**config.mk**
```make
export PLATFORM = sky130hd
export DESIGN_NAME = program_loader
export DESIGN_NICKNAME = d
export VERILOG_FILES = /design/src/rtl/program_loader.sv
export SDC_FILE = /design/constraint.sdc
export NUM_CORES = 1
export LEC_CHECK = 0
export CORE_ASPECT_RATIO = 1.2
export CORE_MARGIN = 3
export CORE_UTILIZATION = 40
export DETAILED_ROUTE_END_ITERATION = 7
export GPL_TIMING_DRIVEN = 1
export PLACE_DENSITY_LB_ADDON = 0.3
export SLEW_MARGIN = 10
export SYNTH_ARGS = -nofsm -noshare
export SYNTH_HDL_FRONTEND = slang
export SYNTH_SLANG_ARGS = --single-unit
```
**constraint.sdc**
```tcl
create_clock -name clk -period 1.9 [get_ports clk]
set_input_delay 0.285 -clock clk [delete_from_list [all_inputs] [get_ports clk]]
set_output_delay 0.285 -clock clk [all_outputs]
set_load 0.005 [all_outputs]
```
**src/rtl/program_loader.sv**
```systemverilog
// Streams instruction words into a program memory, tracks a running checksum and holds the CPU
// until a load completes cleanly. Define LOADER_VERIFY_EN to add a readback/verify pass.
module program_loader #(
  parameter int unsigned ADDR_W = 4,
  parameter int unsigned DATA_W = 8
) (
  input  logic              clk,
  input  logic              rst,
  input  logic              start,
  input  logic [ADDR_W:0]   len,
  input  logic              abort,
  input  logic              in_valid,
  input  logic [DATA_W-1:0] in_data,
  output logic              in_ready,
  output logic              mem_we,
  output logic [ADDR_W-1:0] mem_waddr,
  output logic [DATA_W-1:0] mem_wdata,
  output logic [ADDR_W-1:0] mem_raddr,
  input  logic [DATA_W-1:0] mem_rdata,
  output logic              cpu_hold,
  output logic              busy,
  output logic              done,
  output logic              error,
  output logic [DATA_W-1:0] checksum
);

  localparam logic [ADDR_W:0] Depth  = {1'b1, {ADDR_W{1'b0}}};
  localparam logic [ADDR_W:0] LenOne = {{ADDR_W{1'b0}}, 1'b1};

  typedef enum logic [1:0] {StIdle, StWrite, StVerify, StDone} state_e;

  state_e            state_q;
  logic [ADDR_W:0]   wptr_q;
  logic [ADDR_W:0]   len_q;
  logic [DATA_W-1:0] checksum_q;
  logic              busy_q;
  logic              done_q;
  logic              hold_q;

  logic [ADDR_W:0]   len_clamp;
  logic [ADDR_W:0]   len_last;
  logic              wr_last;

  assign len_clamp = (len > Depth) ? Depth : len;
  assign len_last  = len_q - LenOne;
  assign wr_last   = (wptr_q == len_last);

  assign in_ready  = (state_q == StWrite);
  // Abort and reset both suppress the write in the cycle they are seen.
  assign mem_we    = in_ready && in_valid && !abort && !rst;
  assign mem_waddr = wptr_q[ADDR_W-1:0];
  assign mem_wdata = in_data;

  assign busy      = busy_q;
  assign done      = done_q;
  assign cpu_hold  = hold_q;
  assign checksum  = checksum_q;

`ifdef LOADER_VERIFY_EN
  logic              error_q;
  logic [ADDR_W:0]   vptr_q;
  logic [DATA_W-1:0] vsum_q;
  logic [DATA_W-1:0] vsum_next;
  logic              v_last;
  logic              mismatch;

  assign vsum_next = vsum_q + mem_rdata;
  assign v_last    = (vptr_q == len_last);
  assign mismatch  = (vsum_next != checksum_q);
  assign mem_raddr = (state_q == StVerify) ? vptr_q[ADDR_W-1:0] : '0;
  assign error     = error_q;
`else
  logic [DATA_W-1:0] unused_rdata;

  assign unused_rdata = mem_rdata;
  assign mem_raddr    = '0;
  assign error        = 1'b0;
`endif

  always_ff @(posedge clk) begin
    if (rst) begin
      state_q    <= StIdle;
      wptr_q     <= '0;
      len_q      <= '0;
      checksum_q <= '0;
      busy_q     <= 1'b0;
      done_q     <= 1'b0;
      hold_q     <= 1'b1;
`ifdef LOADER_VERIFY_EN
      error_q    <= 1'b0;
      vptr_q     <= '0;
      vsum_q     <= '0;
`endif
    end else begin
      case (state_q)
        StIdle, StDone: begin
          if (start) begin
            checksum_q <= '0;
            wptr_q     <= '0;
            len_q      <= len_clamp;
`ifdef LOADER_VERIFY_EN
            error_q    <= 1'b0;
`endif
            if (len_clamp == '0) begin
              state_q <= StDone;
              busy_q  <= 1'b0;
              done_q  <= 1'b1;
              hold_q  <= 1'b0;
            end else begin
              state_q <= StWrite;
              busy_q  <= 1'b1;
              done_q  <= 1'b0;
              hold_q  <= 1'b1;
            end
          end
        end

        StWrite: begin
          if (abort) begin
            state_q <= StIdle;
            busy_q  <= 1'b0;
            done_q  <= 1'b0;
            hold_q  <= 1'b1;
          end else if (in_valid) begin
            wptr_q     <= wptr_q + LenOne;
            checksum_q <= checksum_q + in_data;
            if (wr_last) begin
`ifdef LOADER_VERIFY_EN
              state_q <= StVerify;
              vptr_q  <= '0;
              vsum_q  <= '0;
`else
              state_q <= StDone;
              busy_q  <= 1'b0;
              done_q  <= 1'b1;
              hold_q  <= 1'b0;
`endif
            end
          end
        end

`ifdef LOADER_VERIFY_EN
        StVerify: begin
          if (abort) begin
            state_q <= StIdle;
            busy_q  <= 1'b0;
            done_q  <= 1'b0;
            hold_q  <= 1'b1;
          end else begin
            vptr_q <= vptr_q + LenOne;
            vsum_q <= vsum_next;
            if (v_last) begin
              // Compare includes the word being read this cycle.
              error_q <= mismatch;
              state_q <= StDone;
              busy_q  <= 1'b0;
              done_q  <= 1'b1;
              hold_q  <= mismatch;
            end
          end
        end
`endif

        default: begin
          state_q <= StIdle;
          busy_q  <= 1'b0;
          done_q  <= 1'b0;
          hold_q  <= 1'b1;
        end
      endcase
    end
  end

endmodule
```
After elaboration in Yosys (flattened, before gate mapping)
Cells that the tools add are included.
W data, S select, Z words.
{"block": "op_classes", "eq_ne": 8, "n_mul": 0, "n_addsub": 3, "bitwise_logic": 0, "reduce_logical": 12, "n_div": 0, "shifts": 0, "order_cmp": 1, "n_mux": 29}
{"operator": "$mux W8", "n": 3}
{"operator": "$mux W5", "n": 4}
{"operator": "$pmux W8 S2", "n": 1}
{"operator": "$mux W1", "n": 11}
{"operator": "$mux W2", "n": 5}
{"operator": "$pmux W5 S2", "n": 1}
{"operator": "$add A8 B8 Y8", "n": 1}
{"operator": "$ne A2 B2 Y1 const B", "n": 3}
{"operator": "$pmux W1 S2", "n": 3}
{"operator": "$add A5 B1 Y5 const B", "n": 1}
{"operator": "$eq A5 B5 Y1", "n": 1}
{"operator": "$gt A5 B5 Y1 const B", "n": 1}
{"operator": "$logic_not A5 Y1", "n": 1}
{"operator": "$sub A5 B1 Y5 const B", "n": 1}
{"operator": "$pmux W2 S2", "n": 1}
{"operator": "$reduce_and A4 Y1", "n": 1}
{"operator": "$logic_and A1 B1 Y1", "n": 3}
{"operator": "$ne A3 B2 Y1 const B", "n": 1}
{"operator": "$ne A3 B3 Y1 const B", "n": 1}
{"operator": "$reduce_and A3 Y1", "n": 1}
{"operator": "$eq A2 B1 Y1 const B", "n": 1}
{"operator": "$eq A2 B2 Y1 const B", "n": 1}
{"operator": "$logic_not A1 Y1", "n": 2}
{"operator": "$logic_not A2 Y1", "n": 1}
{"operator": "3 further kinds", "n": 3}
{"block": "word_totals", "input_bits": 26, "memories": 0, "wordCells": 60, "latch_bits": 0, "ram_bits": 0, "mem_bits_ro": 0, "ff_bits": 23, "out_inout_bits": 30}

Longest topological paths before layout
Gate-level depths: netlist of run 1.
{"block": "logic_depth", "ltp_word": 6, "depth_mapped": 7, "ltp_nobuf": 7}

Worst setup path before layout of run 1
Ideal clock, no wire load.
{"block": "synth_timing", "path_type": "reg2reg", "from": "register done (netlist name)", "to": "register done_q, in the netlist done", "path_stages_with_launch": 8, "arrival_ns": 1.916, "path_slack_ns": -0.082, "synth_period_minus_slack_ns": 1.982, "setup_ns": 0.066, "path_cell_list": "dfxtp_1 -> inv_1 -> ha_1 -> nor2b_1 -> a21o_1 -> o31a_1 -> or4_4 -> a21oi_2"}
{"element": "end signal: assignment", "line": "87", "source": "done_q <= 1'b0;"}
{"element": "end signal: assignment", "line": "107", "source": "done_q <= 1'b1;"}
{"element": "end signal: assignment", "line": "112", "source": "done_q <= 1'b0;"}
{"element": "end: declaration", "line": "37", "source": "logic done_q;"}

==> results of run 1 <==
## stage by stage
step                utilization (%)  setup slack, ns
CTS                            61.2         -0.00190
finish                         61.4           0.0364
floorplan                         -          0.00110
global route                   61.4          -0.0553
detailed placement             58.7           -0.369
global placement               58.7           -0.293
## routing by layer
metal  track usage [%]  vias up  share of wire (%)
li1                  -      723                  -
met1              20.7      649                 43
met2              30.7       44                 51
met3              2.65        7                4.6
met4              5.66        0                1.7
met5                 0        -                  0
## worst register-to-register path, stage by stage, from the launching register on
cell and delay, ns:
dfxtp_2 0.35, inv_2 0.05, ha_4 0.25, nor2b_1 0.14, a21o_1 0.21, o311a_4 0.15
or4_4 0.53, a21oi_2 0.13
## cell type report
class | count | area share, %
Timing Repair Buffer | 68 | 29.1
Inverter | 7 | 1.24
Clock buffer | 4 | 2.59
Multi-Input combinational cell | 135 | 43.9
Tap cell | 37 | 2.18
Sequential cell | 22 | 20.9
## worst max path at each step
stage	start	end	slack, ns	cells after the start
2_1_floorplan	done	done	0.001	7
3_3_place_gp	in_data[0]	checksum[6]	-0.29	8
3_5_place_dp	in_data[0]	checksum[6]	-0.37	8
4_1_cts	len_q[0]	done	-0.002	7
5_1_grt	len_q[0]	state_q[0]	-0.06	7
6_report	done	done	0.04	7
## cell usage after synthesis
master,instances
dfxtp_1,22
nor2_1,18
buf_4,17
a21oi_1,15
ha_1,11
nand2_1,11
nand3_1,10
o21ai_0,9
xor2_1,8
inv_1,7
a22oi_1,5
xnor2_1,5
nand3b_1,4
nand4_1,4
nor3b_1,4
a21o_1,3
nand2b_1,3
a21oi_2,2
and3_1,2
clkbuf_1,2
o211ai_1,2
a2111o_1,1
a211o_2,1
a211oi_1,1
a31oi_1,1
conb_1,1
fa_1,1
nor2b_1,1
nor3_1,1
nor3_2,1
o311a_4,1
o31a_1,1
or2b_1,1
or3_2,1
or4_1,1
or4_4,1
## state kept, by name, indices dropped and copies added, names as in the netlist
register  cells
busy          1
checksum      8
cpu_hold      1
done          1
len_q         5
state_q       1
wptr_q        5
## logic make-up (layout without fill, tap and decap cells)
group	Yosys count	in the layout
compound gates	42	42
xor+xnor	13	13
fa+ha+maj	12	12
buf+inv	26	79
flops	22	22
other cells	1	5
simple gates	63	63
## power breakdown
part / switching (mW) / internal, mW
clock network: 0.155 / 0.185
registers: 0.0470 / 0.525
logic: 0.508 / 0.561
total: 0.710 / 1.27
## repair_timing
item	CTS	global route
hold buffers	0	0
setup endpoints to repair	4	5
cloned	0	0
pin swaps	6	7
buffers inserted	2	0
resized for setup	6	5
==> flow_summary.yaml, run 1 <==
power_and_ir_drop:
  p_per_area_nw_per_um2: 934
  power.leakage_nw: 0.893
  ir_drop_uv: 376
  p_total_mw: 1.98
critical_path:
  critPathRequiredTime_ns: 2.10
  crit_type: "reg2reg"
  crit_buf_inv: 1
  critPathTopFamily: "simple AND/OR/NAND/NOR gates"
  path_cells: "inv_2, ha_4, nor2b_1, a21o_1, o311a_4, or4_4, a21oi_2"
  max_stage_delay_ns: 0.53
  r2r_end: "done"
  reg2reg_setup_slack_ns: 0.04
  startpoint_type: "flip-flop"
  slowest_stage: "or4_4"
  cp_max_fo: 5
  r2r_start: "done"
  worstPathArrival_ns: 2.06
  end_kind: "flip-flop"
  reg2reg_depth: 7
global_route:
  grt_pass1_wl_um: 5930
  antenna_found_initial: 0
  grt.total_usage_pct: 17.3
  grt.overflow.total: 0
  grt_max_degree: 18
  grt_pass1_vias: 1413
drt:
  drt_iter0_drc: 45
  drt-wirelength-per-cell_um: 13.0
  wl_um: 3550
  drtPass1Iterations: 4
  route.vias.total: 1423
  drc: 0
  ant_nets: 0
  routed_via_density: 5.21
place:
  io_buffers: 42
  dp_hpwl_um: 2810
  place_area_um2: 2030
  gp_congestion: 0.805
  dp_cells: 267
synth:
  ys_seq_area_share_pct: 29.7
  synth_simple_gate_area_share_pct: 22.2
  syn_area_um2: 1490
  yosysWarnings: 0
  synth_top_area_cell: "dfxtp_1"
  synth_top_family_by_area: "simple AND/OR/NAND/NOR gates"
  synthTopCellsByArea: "dfxtp_1 30%, ha_1 9.3%, buf_4 8.6%"
  synth_cells: 179
  synthXorXnorAreaFrac_pct: 7.67
  syn_area_per_cell_um2: 8.30
  ys_ff_latch: 22
  yosys.area.top_type_share_pct: 29.7
  synth_compound_area_share_pct: 18.7
  netlist-cell-type-count: 36
  synth_fa_ha_area_share_pct: 10.6
  synthMuxAreaShare_pct: 0
sta:
  maxSlewViolCount: 0
  final.period_utilization_pct: 98.1
  hold_viol: 0
  totalNegativeSetupSlack_ns: 0
  period_needed_ns: 1.86
  rsz0062_at_grt: "true"
  max_freq_ghz: 0.537
  holdWs_ns: 0.475
  finalSetupViolations: 0
  skew_ns: 0.00278
floorplanning:
  fp.dieW_um: 61.6
  start_util_pct: 43.0
  die_height_um: 72.8
  core_um2: 3450
  die-area_um2: 4480
  fp-row-count: 23
  boundaryPins: 56
status:
  status: "finished clean"
clock_network:
  cts_buffer_depth: 2
  cts_buffers: 3
  clock_latency_ns: 0.26
  htreeDepth: 1
  cts_sinks: 22
  cts_tree: "built"
  path_clk_slew_ns: 0.08
  cts_root_buffer: "clkbuf_8"
min_path:
  hp-class: "reg2reg"
  min_path_cells: 2
  min_to: "busy"
  min_from: "busy"
final_layout:
  fillers: 330
  area_delta_synth_final_pct: 42.9
  multi_input_area_um2: 932
  drive_above_1_share_pct: 20.3
  nNetsFinal: 275
  regArea_um2: 444
  finalInstanceArea_um2: 2120
  final_cell_mix: "41 x clkdlybuf4s50_1, 26 x buf_4, 19 x dfxtp_1"
  num_antenna_cells: 0
  stdcell_count: 273
  mostFrequentLayoutCell: "clkdlybuf4s50_1"
job:
  drv_cap: 0
Power figures use the tool's default switching activity.
==> inputs of run 2 (changes only) <==
--- a/config.mk
+++ b/config.mk
@@ -8,6 +8,7 @@
 export CORE_ASPECT_RATIO = 1.2
 export CORE_MARGIN = 3
 export CORE_UTILIZATION = 40
+export CTS_CLUSTER_DIAMETER = 120
 export DETAILED_ROUTE_END_ITERATION = 7
 export GPL_TIMING_DRIVEN = 1
 export PLACE_DENSITY_LB_ADDON = 0.3
==> results of run 2 <==
Same layout as run 1: the final DEF is identical, and so are final timing and power.
==> inputs of run 3 (changes only) <==
--- a/config.mk
+++ b/config.mk
@@ -10,7 +10,6 @@
 export CORE_UTILIZATION = 40
 export CTS_CLUSTER_DIAMETER = 120
 export DETAILED_ROUTE_END_ITERATION = 7
-export GPL_TIMING_DRIVEN = 1
 export PLACE_DENSITY_LB_ADDON = 0.3
 export SLEW_MARGIN = 10
 export SYNTH_ARGS = -nofsm -noshare
==> results of run 3 <==
Same layout as run 1: the final DEF is identical, and so are final timing and power.
